File: src/rtl/oursring_pkg.sv
// -----------------------------------------------------------------------------
// oursring_pkg
//   Shared definitions for the oursring request/response path.
//   - port_idx_w(n)   : width of a master-port index, max(1, clog2(n))
//   - port_idx_t      : port index type for the default 3-port ring
//   - onehot_to_idx() : grant vector to port index (lowest set bit wins)
//   No ports (package).
// -----------------------------------------------------------------------------
package oursring_pkg;

  // Widest grant vector the encoder accepts.
  localparam int MAX_PORTS = 32;

  // A single-port ring still needs a 1-bit index so that vectors stay legal.
  function automatic int port_idx_w(input int n);
    int w;
    w = $clog2(n);
    if (w < 1) begin
      return 1;
    end else begin
      return w;
    end
  endfunction

  localparam int N_IN_PORT_DEF = 3;
  localparam int PW_DEF        = port_idx_w(N_IN_PORT_DEF);

  typedef logic [PW_DEF-1:0] port_idx_t;

  // Scanning from the top down leaves the lowest set index as the result,
  // which defines the behaviour for an (unsupported) multi-hot grant.
  function automatic logic [31:0] onehot_to_idx(input logic [MAX_PORTS-1:0] vec);
    logic [31:0] idx;
    idx = 32'd0;
    for (int i = MAX_PORTS - 1; i >= 0; i--) begin
      if (vec[i]) begin
        idx = 32'(i);
      end else begin
        idx = idx;
      end
    end
    return idx;
  endfunction

endpackage

File: src/rtl/oursring_ord_fifo.sv
// -----------------------------------------------------------------------------
// oursring_ord_fifo
//   Small synchronous order FIFO with wrap-bit pointers.
//   Ports:
//     clk, rstn      : clock, asynchronous active-low reset
//     push, din      : write request and data (dropped when full)
//     pop            : remove head entry (ignored when empty)
//     head           : current head entry (valid when !empty)
//     full, empty    : status, combinational from the registered pointers
//     wr_en          : a write actually took place this cycle
// -----------------------------------------------------------------------------
module oursring_ord_fifo #(
  parameter int WIDTH = 2,
  parameter int DEPTH = 4
) (
  input  logic             clk,
  input  logic             rstn,
  input  logic             push,
  input  logic [WIDTH-1:0] din,
  input  logic             pop,
  output logic [WIDTH-1:0] head,
  output logic             full,
  output logic             empty,
  output logic             wr_en
);

  localparam int AW = $clog2(DEPTH);

  logic [AW:0]      wr_ptr_r;
  logic [AW:0]      rd_ptr_r;
  logic [WIDTH-1:0] mem_r [DEPTH];
  logic             rd_en_s;

  // Equal index with opposite wrap bits means every slot is occupied.
  assign full    = (wr_ptr_r[AW] != rd_ptr_r[AW]) && (wr_ptr_r[AW-1:0] == rd_ptr_r[AW-1:0]);
  assign empty   = (wr_ptr_r == rd_ptr_r);
  assign wr_en   = push & ~full;
  assign rd_en_s = pop & ~empty;
  assign head    = mem_r[rd_ptr_r[AW-1:0]];

  // Pointer registers; each wraps naturally through its extra bit.
  always_ff @(posedge clk or negedge rstn) begin
    if (!rstn) begin
      wr_ptr_r <= '0;
      rd_ptr_r <= '0;
    end else begin
      if (wr_en) begin
        wr_ptr_r <= wr_ptr_r + (AW+1)'(1);
      end
      if (rd_en_s) begin
        rd_ptr_r <= rd_ptr_r + (AW+1)'(1);
      end
    end
  end

  // Entry storage, cleared on reset so head never shows stale data.
  always_ff @(posedge clk or negedge rstn) begin
    if (!rstn) begin
      for (int i = 0; i < DEPTH; i++) begin
        mem_r[i] <= '0;
      end
    end else begin
      if (wr_en) begin
        mem_r[wr_ptr_r[AW-1:0]] <= din;
      end
    end
  end

endmodule

File: src/rtl/oursring_resp_router_chk.sv
// -----------------------------------------------------------------------------
// oursring_resp_router_chk
//   Simulation-only checker for oursring_resp_router.
//   Ports (all inputs):
//     clk, rstn           : clock, asynchronous active-low reset
//     aw_grant, ar_grant  : observed valid & grant vectors
//     aw_wr_en, ar_wr_en  : an order entry was written this cycle
//     aw_full, ar_full    : queue full flags
// -----------------------------------------------------------------------------
module oursring_resp_router_chk #(
  parameter int N_IN_PORT = 3
) (
  input logic                 clk,
  input logic                 rstn,
  input logic [N_IN_PORT-1:0] aw_grant,
  input logic [N_IN_PORT-1:0] ar_grant,
  input logic                 aw_wr_en,
  input logic                 aw_full,
  input logic                 ar_wr_en,
  input logic                 ar_full
);

  // Grants are one-hot or zero, and a full queue never takes a write.
  always @(posedge clk) begin
    if (rstn) begin
      assert ($onehot0(aw_grant)) else $error("oursring_resp_router: AW grant not one-hot");
      assert ($onehot0(ar_grant)) else $error("oursring_resp_router: AR grant not one-hot");
      assert (!(aw_wr_en && aw_full)) else $error("oursring_resp_router: W queue written while full");
      assert (!(ar_wr_en && ar_full)) else $error("oursring_resp_router: R queue written while full");
    end
  end

endmodule

File: src/rtl/oursring_resp_router.sv
// -----------------------------------------------------------------------------
// oursring_resp_router
//   Records the winning master of every AW/AR grant in order and steers the
//   single ring-side B and R streams back to that master (handshakes only).
//   Build option: OURSRING_RESP_ROUTER_ERR_EN enables the sticky error flags
//   err_ovf / err_unexp; without it both outputs are tied low.
//   Ports:
//     clk, rstn                 : clock, asynchronous active-low reset
//     i_awvalid/i_awready       : observed AW valid and arbiter grant
//     i_arvalid/i_arready       : observed AR valid and arbiter grant
//     aw_full/ar_full           : order queue full (gates arbiter ready)
//     o_bvalid/o_bready         : ring-side B handshake
//     o_rvalid/o_rlast/o_rready : ring-side R handshake
//     i_bvalid/i_bready         : per-master B handshake
//     i_rvalid/i_rready         : per-master R handshake
//     b_sel/r_sel               : index of the current B/R destination
//     err_ovf                   : sticky, grant while the queue was full
//     err_unexp                 : sticky, response while the queue was empty
// -----------------------------------------------------------------------------
module oursring_resp_router
  import oursring_pkg::*;
#(
  parameter int N_IN_PORT  = 3,
  parameter int OSTD_DEPTH = 4,
  localparam int PW        = port_idx_w(N_IN_PORT)
) (
  input  logic                 clk,
  input  logic                 rstn,
  input  logic [N_IN_PORT-1:0] i_awvalid,
  input  logic [N_IN_PORT-1:0] i_awready,
  input  logic [N_IN_PORT-1:0] i_arvalid,
  input  logic [N_IN_PORT-1:0] i_arready,
  output logic                 aw_full,
  output logic                 ar_full,
  input  logic                 o_bvalid,
  output logic                 o_bready,
  input  logic                 o_rvalid,
  input  logic                 o_rlast,
  output logic                 o_rready,
  output logic [N_IN_PORT-1:0] i_bvalid,
  input  logic [N_IN_PORT-1:0] i_bready,
  output logic [N_IN_PORT-1:0] i_rvalid,
  input  logic [N_IN_PORT-1:0] i_rready,
  output logic [PW-1:0]        b_sel,
  output logic [PW-1:0]        r_sel,
  output logic                 err_ovf,
  output logic                 err_unexp
);

  logic [N_IN_PORT-1:0] aw_grant_s;
  logic [N_IN_PORT-1:0] ar_grant_s;
  logic                 aw_push_s;
  logic                 ar_push_s;
  logic [PW-1:0]        aw_idx_s;
  logic [PW-1:0]        ar_idx_s;
  logic [PW-1:0]        w_head_s;
  logic [PW-1:0]        r_head_s;
  logic                 w_empty_s;
  logic                 r_empty_s;
  logic                 w_wr_en_s;
  logic                 r_wr_en_s;
  logic                 b_pop_s;
  logic                 r_pop_s;

  assign aw_grant_s = i_awvalid & i_awready;
  assign ar_grant_s = i_arvalid & i_arready;
  assign aw_push_s  = |aw_grant_s;
  assign ar_push_s  = |ar_grant_s;
  assign aw_idx_s   = PW'(onehot_to_idx(MAX_PORTS'(aw_grant_s)));
  assign ar_idx_s   = PW'(onehot_to_idx(MAX_PORTS'(ar_grant_s)));

  // The ready outputs are already forced low on an empty queue, so an
  // unexpected response can never pop.
  assign b_pop_s = o_bvalid & o_bready;
  // A read burst stays locked to its port until the last beat handshakes.
  assign r_pop_s = o_rvalid & o_rready & o_rlast;

  oursring_ord_fifo #(
    .WIDTH (PW),
    .DEPTH (OSTD_DEPTH)
  ) u_w_fifo (
    .clk   (clk),
    .rstn  (rstn),
    .push  (aw_push_s),
    .din   (aw_idx_s),
    .pop   (b_pop_s),
    .head  (w_head_s),
    .full  (aw_full),
    .empty (w_empty_s),
    .wr_en (w_wr_en_s)
  );

  oursring_ord_fifo #(
    .WIDTH (PW),
    .DEPTH (OSTD_DEPTH)
  ) u_r_fifo (
    .clk   (clk),
    .rstn  (rstn),
    .push  (ar_push_s),
    .din   (ar_idx_s),
    .pop   (r_pop_s),
    .head  (r_head_s),
    .full  (ar_full),
    .empty (r_empty_s),
    .wr_en (r_wr_en_s)
  );

  // B steering: only the head port sees valid and supplies ready.
  always_comb begin
    i_bvalid = '0;
    o_bready = 1'b0;
    b_sel    = '0;
    if (!w_empty_s) begin
      b_sel = w_head_s;
      for (int p = 0; p < N_IN_PORT; p++) begin
        if (w_head_s == PW'(p)) begin
          i_bvalid[p] = o_bvalid;
          o_bready    = i_bready[p];
        end else begin
          i_bvalid[p] = 1'b0;
        end
      end
    end else begin
      i_bvalid = '0;
      o_bready = 1'b0;
    end
  end

  // R steering: same scheme as B.
  always_comb begin
    i_rvalid = '0;
    o_rready = 1'b0;
    r_sel    = '0;
    if (!r_empty_s) begin
      r_sel = r_head_s;
      for (int p = 0; p < N_IN_PORT; p++) begin
        if (r_head_s == PW'(p)) begin
          i_rvalid[p] = o_rvalid;
          o_rready    = i_rready[p];
        end else begin
          i_rvalid[p] = 1'b0;
        end
      end
    end else begin
      i_rvalid = '0;
      o_rready = 1'b0;
    end
  end

`ifdef OURSRING_RESP_ROUTER_ERR_EN
  logic err_ovf_r;
  logic err_unexp_r;

  // Sticky error flags, cleared only by reset.
  always_ff @(posedge clk or negedge rstn) begin
    if (!rstn) begin
      err_ovf_r   <= 1'b0;
      err_unexp_r <= 1'b0;
    end else begin
      err_ovf_r   <= err_ovf_r | (aw_push_s & aw_full) | (ar_push_s & ar_full);
      err_unexp_r <= err_unexp_r | (o_bvalid & w_empty_s) | (o_rvalid & r_empty_s);
    end
  end

  assign err_ovf   = err_ovf_r;
  assign err_unexp = err_unexp_r;
`else
  assign err_ovf   = 1'b0;
  assign err_unexp = 1'b0;
`endif

`ifndef SYNTHESIS
  oursring_resp_router_chk #(
    .N_IN_PORT (N_IN_PORT)
  ) u_chk (
    .clk      (clk),
    .rstn     (rstn),
    .aw_grant (aw_grant_s),
    .ar_grant (ar_grant_s),
    .aw_wr_en (w_wr_en_s),
    .aw_full  (aw_full),
    .ar_wr_en (r_wr_en_s),
    .ar_full  (ar_full)
  );
`endif

endmodule

File: config.mk
export PLATFORM = sky130hd
export DESIGN_NAME = oursring_resp_router
export DESIGN_NICKNAME = d
export VERILOG_FILES = /design/src/rtl/oursring_pkg.sv /design/src/rtl/oursring_ord_fifo.sv /design/src/rtl/oursring_resp_router_chk.sv /design/src/rtl/oursring_resp_router.sv
export SDC_FILE = /design/constraint.sdc
export NUM_CORES = 1
export LEC_CHECK = 0
export ABC_AREA = 1
export CELL_PAD_IN_SITES_DETAIL_PLACEMENT = 2
export CELL_PAD_IN_SITES_GLOBAL_PLACEMENT = 2
export CORE_MARGIN = 4
export CORE_UTILIZATION = 29
export CTS_BUF_LIST = sky130_fd_sc_hd__clkbuf_8
export CTS_CLUSTER_SIZE = 40
export DETAILED_ROUTE_END_ITERATION = 6
export PLACE_DENSITY_LB_ADDON = 0.05
export SLEW_MARGIN = 20
export SYNTH_ARGS = -nofsm -noshare
export SYNTH_HDL_FRONTEND = slang
export SYNTH_SLANG_ARGS = --single-unit
File: constraint.sdc
create_clock -name clk -period 1.5 [get_ports clk]
set_input_delay 0.3 -clock clk [delete_from_list [all_inputs] [get_ports clk]]
set_output_delay 0.3 -clock clk [all_outputs]
set_load 0.1 [all_outputs]
==> results.json <==
{
  "outcome": "complete, but fails checks",
  "violations": "negative setup slack",
  "drv_cap": 0,
  "postRouteAntennaNets": 0,
  "ys_types": 22,
  "hpwl_um": 5268,
  "grt_pass1_wl_um": 12820,
  "clock_skew_ps": 5.541,
  "synthesis.area_um2": 1992,
  "routedWlPerCell_um": 23.84,
  "portBuffers": 36,
  "finalSetupViolCount": 42,
  "grt_pass1_vias": 2496,
  "grt-ovfl-total": 0,
  "clkLatencyLatePin_ps": 280,
  "htree_levels": 1,
  "path_clk_slew_ps": 110,
  "worst_r2r_path_depth": 12,
  "rows": 29,
  "vias": 2243,
  "num-fill-cells": 647,
  "fp.dieW_um": 90.88,
  "dr.pass1.iters": 4,
  "postCtsHoldBufs": 0,
  "drc": 0,
  "final_max_slew_viol_count": 0,
  "routed_wirelength_um": 10710,
  "cts_tree": "done",
  "critPathKind": "reg2out",
  "cts_made_buffers": 3,
  "max_freq_mhz": 473.6,
  "syn_inst": 284,
  "final_hold_viol_count": 0,
  "critical_path.startpoint_type": "flip-flop",
  "syn_avg_cell_area_um2": 7.014,
  "arrival_ps": 1810,
  "clk_path_buf_depth": 2,
  "critPathCaptureType": "output pin",
  "drive_gt1_share_pct": 52.42,
  "met3_length_um": 313,
  "io_pins": 39,
  "post-route-period-util_pct": 140.8,
  "regArea_um2": 705.7,
  "layout_commonest_cell": "nand2_1",
  "mostFrequentLayoutCells": "75 x nand2_1, 38 x nand2_2, 38 x buf_4, 24 x inv_1, 24 x dfrtp_1",
  "initial_core_util_pct": 30.67,
  "clkSinkCount": 28,
  "wl_met1_um": 4286,
  "yosysWarningCount": 0,
  "min_period_ps": 2112,
  "yosysSeqAreaShare_pct": 35.18,
  "cp_max_fo": 7,
  "async_reset_ff_share_pct": 100.0,
  "wl_met2_um": 5838,
  "antenna_found_initial": 0,
  "r2r-end": "u_r_fifo.rd_ptr_r[2]",
  "top_layer": "met4",
  "multi_input_area_um2": 1612,
  "r2r_slack_ps": -420,
  "synth-seq-cells": 28,
  "cp-startpoint": "u_r_fifo.rd_ptr_r[0]",
  "dieArea_um2": 8258,
  "antenna_cells": 0,
  "die_h_um": 90.88,
  "via_per_inst": 4.996,
  "rsz0062_at_grt": "yes",
  "required_ps": 1200,
  "area_growth_pct": 83.42,
  "grt_start_max_net_pins": 29,
  "grtUsageTotal_pct": 19.52,
  "r2r_start": "u_r_fifo.rd_ptr_r[0]",
  "nets": 406,
  "drt_iter0_markers": 81,
  "holdCritPathClass": "in2async",
  "place_congestion": 0.7390,
  "fin_ws_ps": -611.5,
  "coreArea_um2": 6495,
  "synth-edff-count": 0,
  "clock-root-buffer": "clkbuf_8",
  "synth_ff_type": "dfrtp_1",
  "setup-tns-final_ps": -14200
}
==> synthesized netlist by cell type (4+ instances only) <==
cell type	count	share of area (%)
xor2_1	4	1.8
nor2_1	10	1.9
nand2_2	7	2.2
dfrtp_1	28	35
nand2_4	4	2.3
xnor2_2	4	3.3
inv_1	34	6.4
nand3_1	28	7.0
ha_1	10	6.3
nor3_1	6	1.5
nand2_1	127	24
buf_6	4	2.3
==> per-stage QoR <==
step	instance area [µm²]	hold WS, ps	setup slack [ps]	util [%]	cells
floorplan	2126	4.409	-457.4	-	285
global placement	2983	465.7	-261.1	45.93	433
detailed placement	2983	471.2	-301.9	45.93	433
CTS	3358	374.1	-497.7	51.70	444
global route	3654	385.3	-715.2	56.25	449
finish	3654	388.9	-611.5	56.25	449
==> cell type report <==
| cell class | instances | share of cell area (%) |
|---|---|---|
| clock buffers | 3 | 1.130 |
| flip-flops and latches | 28 | 19.32 |
| well taps | 77 | 2.637 |
| multi-input cells | 213 | 44.11 |
| clock inverters | 1 | 0.8219 |
| inverters | 38 | 5.616 |
| repair buffers | 89 | 26.37 |
==> worst max-delay path by stage <==
stage,end,slack (ps),cells past startpoint
detailed placement,o_bready,-300,9
finish,o_rready,-610,9
floorplan,i_rvalid[0],-460,5
global route,o_rready,-720,9
global placement,o_bready,-260,9
CTS,i_bvalid[1],-500,8
==> logic make-up (layout without fill, tap and decap cells) <==
| logic type | after synthesis | in the layout | synth area share (%) |
|---|---|---|---|
| compound gates | 4 | 4 | 1.005 |
| xor+xnor | 10 | 10 | 5.904 |
| fa+ha+maj | 10 | 10 | 6.281 |
| other cells | 1 | 2 | 0.1883 |
| flops | 28 | 28 | 35.18 |
| buf+inv | 44 | 131 | 10.43 |
| simple gates | 187 | 187 | 41.02 |
==> timing repair <==
action / in CTS / in global routing
gates resized for setup: 67 / 67
buffers inserted: 9 / 7
endpoints found under the setup margin: 42 / 42
gates cloned: 0 / 0
pin swaps: 21 / 18
==> flip-flops by register name, summed over array words and instances (netlist names) <==
register and flops:
u_w_fifo.wr_ptr_r 3, u_r_fifo.rd_ptr_r 3, u_w_fifo.rd_ptr_r 3, u_r_fifo.mem_r 8
u_r_fifo.wr_ptr_r 3, u_w_fifo.mem_r 8
==> worst max-delay path, stage by stage (launching register included) <==
cell	delay, ps
dfrtp_2	510
inv_4	140
nand2_2	70
nand3_1	100
nand2_2	90
nand3_1	140
nand3_2	110
nand2_2	90
clkinvlp_4	100
buf_12	170
==> routing by layer <==
| layer | GRT usage [%] | up-vias |
|---|---|---|
| li1 | - | 1037 |
| met1 | 23.07 | 1139 |
| met2 | 37.00 | 51 |
| met3 | 2.833 | 16 |
| met4 | 4.271 | 0 |
| met5 | 0 | - |
Power is not shown: default switching activity piles up to over one toggle a cycle in this logic, so the estimate is an artifact.
==> patch 1 (config.mk and constraints unchanged) <==
The option `OURSRING_RESP_ROUTER_ERR_EN` is turned on by a define.
--- a/src/rtl/oursring_resp_router.sv
+++ b/src/rtl/oursring_resp_router.sv
@@ -17,6 +17,8 @@
 //     err_ovf                   : sticky, grant while the queue was full
 //     err_unexp                 : sticky, response while the queue was empty
 // -----------------------------------------------------------------------------
+`define OURSRING_RESP_ROUTER_ERR_EN
+
 module oursring_resp_router
   import oursring_pkg::*;
 #(
Behaviour: not the same (Yosys sat finds a counterexample within 4 cycles, from zero or initial values and one cycle with rstn low).
==> patch 1 against the unedited design <==
The run still ends with negative setup slack left; sequential cell count grew 2; final area grew 8.3%; area after synthesis grew 1.5%; clock skew grew 0.010 ns; core utilization grew 2.0 points; register-to-register slack lost 0.23 ns; setup slack lost 0.072 ns; routed wire length grew 13%; count of clock-buffer cells in the layout grew 3; highest routed layer unchanged.
Power is not shown: default switching activity piles up to over one toggle a cycle in this logic, so the estimate is an artifact.
==> patch 1: results (changes against the unedited design) <==
metric;value;unit;change
status;complete, but fails checks;;
violations;negative setup slack;;
hpwlAfterDp;5240;µm;-0.49%
grt_start_max_net_pins;31;;+6.9%
insertion_delay;0.30;ns;+0.02 ns
vias;2419;;+7.8%
drt-total-wl;12100;µm;+13%
crit_end;aw_full;;
placed_area;3160;µm²;+5.9%
grt_pass1_wl;15400;µm;+20%
r2r_start;u_w_fifo.rd_ptr_r[0];;
routabilityCongestion;0.726;;-1.7%
drt_iter0_drc;84;;+3.7%
dp.cells;458;;+5.8%
grt_pass1_vias;2696;;+8.0%
synthCells;280;;-1.4%
arrival;1.88;ns;+0.07 ns
synth_cell_type_count;23;;+4.5%
cp_max_fo;6;;-1
finClkSkew;0.0156;ns;+0.0101 ns
fin_ws;-0.684;ns;-0.0722 ns
ys_seq_area_frac;0.371;;+0.0195
yosys-top-cells-count;nand2_1, inv_1, dfrtp_1;;
setup_viol;44;;+4.8%
nNetsFinal;419;;+3.2%
grt_usage;0.242;;+0.0467
reg2reg_setup_slack;-0.65;ns;-0.23 ns
## patch 1: cell types whose count changed after synthesis, moves of 2 or more
cell	before	now
o21ai_1	2	0
dfrtp_1	28	30
nand2_4	4	2
inv_4	2	0
nand2_1	127	120
inv_2	2	5
o21ai_0	0	6
nand2_2	7	3
## patch 1: worst max-delay path: cells and delay by family, from the launching register on
family                 cells  cell delay, ns
AND/OR/NAND/NOR            2            0.43
XOR/XNOR                   1            0.20
buffers and inverters      3            0.44
flip-flops                 1            0.50
## patch 1: what timing repair did
| action | CTS | global route |
|---|---|---|
| resized for setup | 79 | 77 |
| endpoints found under the setup margin | 43 | 44 |
| setup buffers | 10 | 9 |
| pin swaps | 19 | 16 |
## patch 1: layout make-up
class,count,area [µm²],area share
sequential,30,756,0.191
clock inverter,2,12.5,0.00316
inverter,40,211,0.0534
tap,96,120,0.0304
multi-input combinational,206,1660,0.420
timing repair buffer,103,1110,0.281
clock buffer,6,82.6,0.0209
## patch 1: cells by family after synthesis
| kind of cell | share of synthesized area |
|---|---|
| AO/OA/AOI/OAI | 0.0266 |
| AND/OR/NAND/NOR | 0.379 |
| XOR/XNOR | 0.0625 |
| adder cells (fa/ha/maj) | 0.0619 |
| buffers and inverters | 0.0984 |
| flip-flops | 0.371 |
## patch 1: routing by layer
metal	global-route usage	share of wire	up-vias	routed length, µm
met5	0	0	-	0
met2	0.450	0.53	81	6350
met3	0.0423	0.039	35	467
met4	0.0791	0.047	0	572
li1	-	-	1071	-
met1	0.276	0.39	1232	4700
==> patch 2 (same flow settings) <==
Made on the original files. `OSTD_DEPTH`: 4 -> 8.
--- a/src/rtl/oursring_resp_router.sv
+++ b/src/rtl/oursring_resp_router.sv
@@ -21,7 +21,7 @@
   import oursring_pkg::*;
 #(
   parameter int N_IN_PORT  = 3,
-  parameter int OSTD_DEPTH = 4,
+  parameter int OSTD_DEPTH = 8,
   localparam int PW        = port_idx_w(N_IN_PORT)
 ) (
   input  logic                 clk,
Function: changed (Yosys sat finds a counterexample within 10 cycles, from zero or initial values and one cycle with rstn low).
==> patch 2 against the unedited design <==
The run still ends with negative setup slack left; register-to-register slack got worse by 0.07 ns; count of clock-buffer cells in the layout rose by 2; routed wire length rose by 25%; area after synthesis rose by 46%; final area rose by 38%; synthesized cell count rose by 40%; via count rose by 41%; sequential cell count rose by 20; clock skew rose by 0.0028 ns; cell count rose by 45%; setup slack got worse by 0.15 ns; critical path type unchanged.
Power is not shown: default switching activity piles up to over one toggle a cycle in this logic, so the estimate is an artifact.
==> patch 2: results (changes against the unedited design) <==
metric;value;unit;change
reg2reg_setup_slack;-0.49;ns;-0.07 ns
setup_viol;62;;+48%
fin_ws;-0.757;ns;-0.146 ns
diodes;0;;unchanged
via_per_inst;4.85;;-2.8%
reg2reg_to;u_w_fifo.mem_r[10];;
ys_async_sr_fraction;1.00;;unchanged
reg_top3;u_r_fifo.mem_r x16, u_w_fifo.mem_r x16;;
fill_cells;1043;;+61%
ys_seq_area_frac;0.412;;+0.0606
synth_cell_type_count;24;;+9.1%
worstRegToRegCells;13;;+1
status;complete, but fails checks;;
max_stage_delay;0.48;ns;-0.03 ns
nNetsFinal;545;;+34%
hpwlAfterDp;7650;µm;+45%
top_layer;met4;;
dpl_worst_slack;-0.386;ns;-0.0840 ns
arrival;1.96;ns;+0.15 ns
htreeDepth;2;;+1
cp_max_fo;6;;-1
finClkSkew;0.00837;ns;+0.00282 ns
wl_met1;4770;µm;+11%
met3_length;288;µm;-8.0%
met2_length;7620;µm;+30%
drt_iter0_drc;82;;+1.2%
drt-total-wl;13400;µm;+25%
violations;negative setup slack;;
routabilityCongestion;0.760;;+2.9%
drive_gt1_frac;0.513;;-0.0117
r2r_start;u_w_fifo.rd_ptr_r[0];;
yosys-top-cells-count;nand2_1, inv_1, dfrtp_1;;
whs;0.453;ns;+0.0642 ns
grt_pass1_wl;18100;µm;+41%
grt_usage;0.199;;+0.00424
finalSetupTns;-28.76;ns;-14.56 ns
synthTopCellsByArea;dfrtp_1, nand2_1, nand3_1, inv_1, o21ai_0;;
numCtsBuffers;5;;+2
insertion_delay;0.31;ns;+0.03 ns
grt_start_max_net_pins;39;;+34%
grt_pass1_vias;3494;;+40%
-- patch 2: cell types whose count changed after synthesis, sizes merged, moves of 4 or more --
cell	delta
dfrtp	+20
ha	-6
nand2	+15
inv	+21
nand3	+16
xor2	+4
nor2	+14
o21ai	+33
-- patch 2: logic make-up after synthesis --
family                   Yosys count  share of synthesized area
adder cells (fa/ha/maj)            4                     0.0172
buffers and inverters             67                      0.102
AND/OR/NAND/NOR                  232                      0.369
AO/OA/AOI/OAI                     35                     0.0601
other                              1                    0.00129
XOR/XNOR                          12                     0.0387
flip-flops                        48                      0.412
-- patch 2: through the flow --
stage | cell area, µm² | instances | util
global route | 5060 | 652 | 0.518
finish | 5060 | 652 | 0.518
detailed placement | 4130 | 619 | 0.422
CTS | 4720 | 644 | 0.483
global placement | 4130 | 619 | 0.422
floorplan | 3080 | 400 | -
-- patch 2: how the worst max path moves through the flow --
stage                  endpoint  slack (ns)
finish              i_bvalid[2]       -0.76
global route        i_bvalid[2]       -0.85
CTS                    o_rready       -0.66
global placement       o_rready       -0.32
floorplan           i_bvalid[0]       -0.72
detailed placement     o_rready       -0.39
-- patch 2: metal layers --
metal,vias to the layer above,track usage
met4,0,0.0532
met1,1599,0.214
li1,1473,-
met3,36,0.0269
met2,57,0.403
met5,-,0
-- patch 2: layout make-up --
cell class,count,area share
Clock inverter,3,0.00915
Inverter,59,0.0524
Sequential cell,48,0.239
Timing Repair Buffer,118,0.241
Clock buffer,5,0.0136
Tap cell,133,0.0329
Multi-Input combinational cell,285,0.411
Timing Repair inverter,1,0.00124
-- patch 2: what timing repair did --
item,in CTS,in global routing
hold buffers,1,0
endpoints found under the setup margin,62,62
endpoints found under the hold margin,10,0
pin swaps,55,40
cloned,0,1
resized for setup,110,76
buffers inserted,16,8
